`config.mk`:
```
export PLATFORM = sky130hd
export DESIGN_NAME = codec_init_seq
export DESIGN_NICKNAME = d
export VERILOG_FILES = /design/src/rtl/codec_init_seq.sv
export SDC_FILE = /design/constraint.sdc
export NUM_CORES = 1
export LEC_CHECK = 0
export ABC_AREA = 1
export BUFFER_PORTS_ARGS = -buffer_cell sky130_fd_sc_hd__buf_4
export CAP_MARGIN = 20
export CORE_MARGIN = 2
export CORE_UTILIZATION = 45
export CTS_CLUSTER_DIAMETER = 80
export DETAILED_ROUTE_END_ITERATION = 7
export PLACE_DENSITY = 0.66
export SYNTH_ARGS = -nofsm -noshare
export SYNTH_HDL_FRONTEND = slang
export SYNTH_SLANG_ARGS = --single-unit
```
`constraint.sdc`:
```
create_clock -name CLK -period 2 [get_ports CLK]
set_clock_uncertainty 0.15 [all_clocks]
set_input_delay 0.4 -clock CLK [delete_from_list [all_inputs] [get_ports CLK]]
set_output_delay 0.4 -clock CLK [all_outputs]
set_load 0.005 [all_outputs]
```
`src/rtl/codec_init_seq.sv`:
```
// ---------------------------------------------------------------------------
// codec_init_seq : steps an I2C writer through an 11-word codec init table
// Rev 1.0
// ---------------------------------------------------------------------------
`default_nettype none

module codec_init_seq #(
  parameter int GAP_CYC = 4,
  parameter int TIMEOUT = 8
) (
  input  logic        CLK,
  input  logic        RST,
  input  logic        go,
  input  logic        i2c_busy,
  output logic        i2c_start,
  output logic [15:0] i2c_data,
  output logic        busy,
  output logic        done,
  output logic        err,
  output logic [3:0]  idx
);

  localparam int             TO_W     = $clog2(TIMEOUT + 1);
  localparam logic [TO_W-1:0] TO_LAST = TO_W'(TIMEOUT - 1);
  localparam logic [3:0]     GAP_LAST = 4'(GAP_CYC);
  localparam logic [3:0]     IDX_LAST = 4'd10;

  typedef enum logic [2:0] {
    S_IDLE    = 3'd0,
    S_ISSUE   = 3'd1,
    S_WAIT_HI = 3'd2,
    S_WAIT_LO = 3'd3,
    S_GAP     = 3'd4,
    S_DONE    = 3'd5,
    S_ERR     = 3'd6
  } state_t;

  state_t          state, state_nx;
  logic [3:0]      idx_nx;
  logic [15:0]     data_nx;
  logic            start_nx, busy_nx, done_nx, err_nx;
  logic [3:0]      gap_cnt, gap_cnt_nx;
  logic [TO_W-1:0] to_cnt, to_cnt_nx;

  // Words are {reg_addr[6:0], value[8:0]}
  function automatic logic [15:0] entry(input logic [3:0] i);
    case (i)
      4'd0:    entry = 16'h1E00;
      4'd1:    entry = 16'h0017;
      4'd2:    entry = 16'h0217;
      4'd3:    entry = 16'h0479;
      4'd4:    entry = 16'h0679;
      4'd5:    entry = 16'h0812;
      4'd6:    entry = 16'h0A00;
      4'd7:    entry = 16'h0C00;
      4'd8:    entry = 16'h0E02;
      4'd9:    entry = 16'h1000;
      4'd10:   entry = 16'h1201;
      default: entry = 16'h0000;
    endcase
  endfunction

  always_ff @(posedge CLK or negedge RST) begin
    if (!RST) begin
      state     <= S_IDLE;
      idx       <= 4'd0;
      i2c_data  <= 16'h0000;
      i2c_start <= 1'b0;
      busy      <= 1'b0;
      done      <= 1'b0;
      err       <= 1'b0;
      gap_cnt   <= 4'd0;
      to_cnt    <= '0;
    end else begin
      state     <= state_nx;
      idx       <= idx_nx;
      i2c_data  <= data_nx;
      i2c_start <= start_nx;
      busy      <= busy_nx;
      done      <= done_nx;
      err       <= err_nx;
      gap_cnt   <= gap_cnt_nx;
      to_cnt    <= to_cnt_nx;
    end
  end

  always_comb begin
    state_nx   = state;
    idx_nx     = idx;
    data_nx    = i2c_data;
    start_nx   = 1'b0;
    busy_nx    = busy;
    done_nx    = done;
    err_nx     = err;
    gap_cnt_nx = gap_cnt;
    to_cnt_nx  = to_cnt;

    case (state)
      S_IDLE, S_DONE, S_ERR: begin
        if (go) begin
          state_nx   = S_ISSUE;
          idx_nx     = 4'd0;
          data_nx    = entry(4'd0);
          start_nx   = 1'b1;
          busy_nx    = 1'b1;
          done_nx    = 1'b0;
          err_nx     = 1'b0;
          gap_cnt_nx = 4'd0;
          to_cnt_nx  = '0;
        end
      end

      // to_cnt tracks cycles elapsed since i2c_start was raised
      S_ISSUE: begin
        state_nx  = S_WAIT_HI;
        to_cnt_nx = TO_W'(1);
      end

      S_WAIT_HI: begin
        if (i2c_busy) begin
          state_nx = S_WAIT_LO;
        end else if (to_cnt >= TO_LAST) begin
          state_nx = S_ERR;
          busy_nx  = 1'b0;
          err_nx   = 1'b1;
        end else begin
          to_cnt_nx = to_cnt + TO_W'(1);
        end
      end

      S_WAIT_LO: begin
        if (!i2c_busy) begin
          state_nx   = S_GAP;
          gap_cnt_nx = 4'd0;
        end
      end

      // Leaves on the (GAP_CYC+1)th edge after busy was seen low
      S_GAP: begin
        if (gap_cnt == GAP_LAST) begin
          if (idx == IDX_LAST) begin
            state_nx = S_DONE;
            done_nx  = 1'b1;
            busy_nx  = 1'b0;
          end else begin
            state_nx  = S_ISSUE;
            idx_nx    = idx + 4'd1;
            data_nx   = entry(idx + 4'd1);
            start_nx  = 1'b1;
            to_cnt_nx = '0;
          end
        end else begin
          gap_cnt_nx = gap_cnt + 4'd1;
        end
      end

      default: begin
        state_nx = S_IDLE;
        busy_nx  = 1'b0;
        done_nx  = 1'b0;
        err_nx   = 1'b0;
      end
    endcase
  end

endmodule

`default_nettype wire
```
==> qor.yml, run 1 <==
seqPwrFrac: 0.331
period_share: 0.893
maxCapViolCount: 0
power.share.combinational: 0.492
clock_sinks: 28
nets: 285
ys_ff_latch: 28
cts_setup_buffers: 0
grtUsageTotal: 0.184
grt_overflow: 0
start_kind: "flip-flop"
drtPass1Iterations: 4
netlist_area_um2: 1810
cts_tree: "yes"
rows: 23
fillers: 396
regArea_um2: 701
status: "completed"
p_sw_frac: 0.432
antenna_found_initial: 0
final_common_cell: "nand2_1"
drt_iter0_drc: 90
dp_hpwl_um: 2710
setup_violations: 0
routabilityCongestion: 0.910
fin_crit_ns: 1.79
multiInputGateArea_um2: 956
hp-class: "input port to flip-flop"
intPower_mw: 1.48
cts_root_buf: "clkbuf_8"
power.switching_mw: 1.13
power_mw: 2.61
yosysUniqueCellTypes: 26
clockBufferDepth: 2
portBuffers: 22
mostFrequentLayoutCells: "88 x nand2_1, 29 x nor2_1, 28 x dfrtp_1"
die_w_um: 67.4
fp.dieH_um: 67.4
antenna_cells: 0
die_area_um2: 4540
htree_num_levels: 1
layout-drive-gt1-share: 0.169
rsz0062_at_grt: "no"
p_leak_nw: 1.13
wl_per_cell_um: 11.5
start_util: 0.459
via_per_inst: 4.77
grt_max_degree: 29
setup_tns_ns: 0
whs_ns: 0.270
avgSynthCellArea_um2: 7.26
wirelength_um: 3690
vias: 1535
area_growth_pct: 14.5
hold_viol_final: 0
vdd_drop_max_mv: 0.675
pre_cts_ws_ns: 0.139
clk_pin_slew_ns: 0.11
drc_errors: 0
worstPathRequired_ns: 2.08
grt_pass1_vias: 1403
ys.warnings.count: 0
cp_data_arrival_time_ns: 1.87
fin_ws_ns: 0.215
crit_fanout: 18
coreArea_um2: 3940
detail-route-antenna-nets: 0
critical_path_class: "flip-flop to flip-flop"
fmax_mhz: 560
p_per_area_nw_per_um2: 1260
cts_buffers: 3
clkPwrFrac: 0.176
slew_viol_final: 0
io_pins: 28
grt_pass1_wl_um: 6390
ys_seq_area_frac: 0.388
insertion_delay_ns: 0.28
end_kind: "flip-flop"
syn_inst: 249
-- worst max-delay path: stages (launching register included) --
cell and delay, ns:
dfrtp_1 0.44, inv_1 0.12, ha_1 0.18, nand2_1 0.08
nor2_2 0.20, nor2_2 0.07, nand2_1 0.10, nand2_4 0.14
inv_4 0.14, nand2_1 0.06, nand2_1 0.07
-- kinds of logic (layout without fill, tap and decap cells) --
logic type	Yosys count	count (layout)	synth area share
AOI/OAI and AO/OA	12	12	0.0374
xor gates and xnor gates	4	4	0.0194
adders and majority gates	8	8	0.0554
buffers and inverters	34	53	0.0934
DFF	28	28	0.388
other	1	5	0.00207
and+or+nand+nor	162	162	0.405
-- synth_stat cells (all sizes together) --
library cell | n | area share
nand2 | 94 | 0.21
nor2 | 33 | 0.075
nand3 | 31 | 0.11
dfrtp | 28 | 0.39
inv | 25 | 0.052
buf | 9 | 0.042
ha | 8 | 0.055
o21ai | 8 | 0.024
xor2 | 3 | 0.015
a21oi | 2 | 0.0055
nand4 | 2 | 0.0069
conb | 1 | 0.0021
nand3b | 1 | 0.0042
nor3b | 1 | 0.0042
o211ai | 1 | 0.0042
o22ai | 1 | 0.0035
xnor2 | 1 | 0.0048
-- power groups by stage --
stage	sequential [mW]	combinational [mW]	clock, mW
after CTS	0.864	1.29	0.465
after detailed placement	0.871	1.28	0
after floorplan	0.869	0.901	0
after global routing	0.891	1.46	0.488
final	0.864	1.28	0.460
after global placement	0.872	1.28	0
-- per-stage QoR --
stage	utilization	cells	cell area, um^2
final	0.525	322	2070
after global routing	0.525	322	2070
after CTS	0.524	322	2060
after detailed placement	0.503	317	1980
after global placement	0.503	317	1980
after floorplan	-	253	1820
-- layer usage --
layer,global-route usage,vias up,routed length (um)
met5,0,-,0
met4,0.0536,0,49
met3,0.0283,5,123
met2,0.281,24,1630
met1,0.271,689,1890
li1,-,817,-
-- what timing repair did --
action	in CTS	in global routing
endpoints found under the setup margin	0	10
resized for setup	0	2
hold buffers	1	0
hold endpoints to repair	28	0
-- area by class of cell --
type                       instances  area share
timing repair buffer              24      0.0883
clock buffer                       3      0.0200
multi-input combinational        191       0.462
sequential                        28       0.339
inverter                          25      0.0466
clock inverter                     1      0.0145
tap                               50      0.0302
-- registers in the layout (all words and copies together), names as in the netlist --
signal	count
to_cnt	4
i2c_data	9
done	1
busy	1
gap_cnt	4
idx	4
err	1
i2c_start	1
state	3
-- final timing paths --
path	startpoint	end	slack, ns	cells after the start
worst max-delay path	idx[0]	i2c_data[10]	0.21	10
worst max register to register	idx[0]	i2c_data[10]	0.21	10
max in group asynchronous	RST	idx[1]	1.01	2
worst min register to register	i2c_data[2]	i2c_data[2]	0.34	2
worst min-delay path	go	busy	0.27	3
min in group asynchronous	RST	i2c_data[2]	0.42	2
Power figures use the tool's default switching activity.
==> run 2, diff against run 1 <==
--- a/config.mk
+++ b/config.mk
@@ -5,7 +5,6 @@
 export SDC_FILE = /design/constraint.sdc
 export NUM_CORES = 1
 export LEC_CHECK = 0
-export ABC_AREA = 1
 export BUFFER_PORTS_ARGS = -buffer_cell sky130_fd_sc_hd__buf_4
 export CAP_MARGIN = 20
 export CORE_MARGIN = 2
==> qor.yml, run 2 <==
status: "completed"
rows: 22  # -4.3%
pre_cts_ws_ns: 0.0449  # -0.0940 ns
grt_max_degree: 29  # unchanged
wl_per_cell_um: 13.4  # +17%
dp_cells: 282  # -11%
synth_top_area_share: 0.392  # +0.00434
mostFrequentLayoutCells: "40 x buf_4, 25 x nand2_1, 25 x dfrtp_1"
cts_buffers: 3  # unchanged
cts_root_buf: "clkbuf_8"
rr_startpoint: "state[0]"
crit_slowest_cell: "dfrtp_2"
vdd_drop_max_mv: 0.485  # -28%
yosysTopAreaCell: "dfrtp_1"
maxCapViolCount: 0  # unchanged
r2r_setup_slack_ns: 0.07  # -0.15 ns
io_pins: 28  # unchanged
insertion_delay_ns: 0.28  # about the same
antenna_found_initial: 0  # unchanged
crit_family: "simple AND/OR/NAND/NOR gates"
grt_overflow: 0  # unchanged
ys_seq_area_frac: 0.392  # +0.00434
netlist_top_cells_count: "28 x dfrtp_1, 25 x nand2_1, 22 x o21ai_0"
cts_tree: "yes"
grt_pass1_wl_um: 6470  # +1.2%
dp_hpwl_um: 2810  # +4.0%
ys.warnings.count: 0  # unchanged
power.share.combinational: 0.472  # -0.020
start_util: 0.478  # +0.0190
worstPathRequired_ns: 2.06  # -0.02 ns
routabilityCongestion: 0.853  # -6.3%
syn_inst: 208  # -16%
detail-route-antenna-nets: 0  # unchanged
clk_pin_slew_ns: 0.10  # about the same
clock_sinks: 28  # unchanged
netlist_area_um2: 1790  # -1.1%
cp_data_arrival_time_ns: 1.99  # +0.12 ns
coreArea_um2: 3740  # -5.0%
slew_viol_final: 0  # unchanged
p_per_area_nw_per_um2: 1110  # -12%
fmax_mhz: 518  # -7.6%
antenna_cells: 0  # unchanged
hp-start: "i2c_busy"
portBuffers: 22  # unchanged
power.switching_mw: 0.924  # -18%
area_growth_pct: 20.9
yosysUniqueCellTypes: 42  # +62%
critical_path_class: "flip-flop to flip-flop"
period_share: 0.966  # +0.0731
worstPathCellList: "or3_1, o22ai_1, o21ai_0, or4_1, o211ai_1"
drtPass1Iterations: 4  # unchanged
r2r-end: "to_cnt[0]"
layout-drive-gt1-share: 0.233  # +0.0642
top_register: "i2c_data"
die_w_um: 67.0  # -0.52%
largest_reg_flops: 9  # unchanged
drc_errors: 0  # unchanged
p_leak_nw: 1.03  # -9.2%
power_mw: 2.40  # -7.8%
r2r_cells: 5  # -5
yosysMostFrequentCell: "dfrtp_1"
clockBufferDepth: 2  # unchanged
clkPwrFrac: 0.189  # +0.013
hold_viol_final: 0  # unchanged
synth-edff-count: 0  # unchanged
fin_crit_ns: 1.93  # +0.146 ns
grt_pass1_vias: 1380  # -1.6%
ys_ff_latch: 28  # unchanged
synthTopCellsByArea: "dfrtp_1 39%, o21ai_0 6.2%, ha_1 5.6%"
vias: 1524  # -0.72%
crit_fanout: 6  # -12
nets: 253  # -11%
fp.dieH_um: 67.0  # -0.52%
htree_num_levels: 1  # unchanged
path_buf_inv: 0  # -2
end_kind: "flip-flop"
setup_violations: 0  # unchanged
avgSynthCellArea_um2: 8.60  # +18%
async_reset_ff_frac: 1.00  # unchanged
fin_ws_ns: 0.0684  # -0.146 ns
start_kind: "flip-flop"
via_per_inst: 5.29  # +11%
slowest_delay_ns: 0.47  # +0.03 ns
final_common_cell: "buf_4"
hp-class: "input port to flip-flop"
seqPwrFrac: 0.339  # +0.008
p_sw_frac: 0.385  # -0.0478
stdcell_count: 288  # -11%
intPower_mw: 1.48  # about the same
grtUsageTotal: 0.189  # +0.00507
whs_ns: 0.202  # -0.0684 ns
min_path_cells: 2  # -1
drt_iter0_drc: 112  # +24%
cts_setup_buffers: 0  # unchanged
die_area_um2: 4490  # -1.0%
ys.flop_type: "dfrtp_1"
whs_endpoint: "state[2]"
wirelength_um: 3870  # +4.7%
[run 2: worst max path at each step]
| stage | startpoint | endpoint | cells after the start |
|---|---|---|---|
| after floorplan | idx[0] | i2c_data[11] | 7 |
| after global placement | state[0] | i2c_data[1] | 4 |
| after detailed placement | i2c_busy | to_cnt[0] | 6 |
| after CTS | state[0] | i2c_data[1] | 4 |
| after global routing | idx[0] | to_cnt[2] | 7 |
| final | state[0] | to_cnt[0] | 5 |
[run 2: layout make-up]
class | instances | area [um^2]
Multi-Input combinational cell | 158 | 981
Clock inverter | 1 | 30.0
Clock buffer | 3 | 41.3
Sequential cell | 28 | 704
Tap cell | 48 | 60.1
Fill cell | 350 | 1580
Timing Repair Buffer | 41 | 310
Inverter | 9 | 33.8
[run 2: through the flow]
stage	utilization	cell area, um^2	setup TNS, ns
global route	0.577	2160	-0.00271
CTS	0.571	2140	0
detailed placement	0.549	2060	0
floorplan	-	1810	0
finish	0.577	2160	0
global placement	0.549	2060	0
[run 2: worst register-to-register path: cells and delay by family, from the launching register on]
kind               cells  cell delay [ns]
DFF                    1             0.47
AOI/OAI and AO/OA      3             0.39
and+or+nand+nor        2             0.85
[run 2: metal layers]
layer / routed length (um) / vias up / GRT usage
met2: 1770 / 27 / 0.281
li1: - / 792 / -
met1: 1930 / 703 / 0.274
met4: 24 / 0 / 0.0740
met3: 146 / 2 / 0.0270
met5: 0 / - / 0
[run 2: kinds of logic after synthesis]
group           after synthesis  share of synthesized area
other cells                   1                    0.00210
simple gates                 80                      0.237
flops                        28                      0.392
xor+xnor                      4                     0.0196
fa+ha+maj                     8                     0.0560
mux                           2                     0.0112
compound gates               58                      0.202
buf+inv                      27                     0.0805
[run 2: power by group through the flow]
| stage | logic, mW | registers (mW) | clock network (mW) |
|---|---|---|---|
| finish | 1.14 | 0.813 | 0.454 |
| global route | 1.28 | 0.833 | 0.495 |
| CTS | 1.11 | 0.810 | 0.463 |
| detailed placement | 1.11 | 0.818 | 0 |
| global placement | 1.10 | 0.823 | 0 |
| floorplan | 0.771 | 0.787 | 0 |
[run 2: timing repair]
action | CTS | global route
resized for setup | 0 | 6
endpoints found under the hold margin | 28 | 0
hold buffers | 1 | 0
endpoints found under the setup margin | 0 | 9
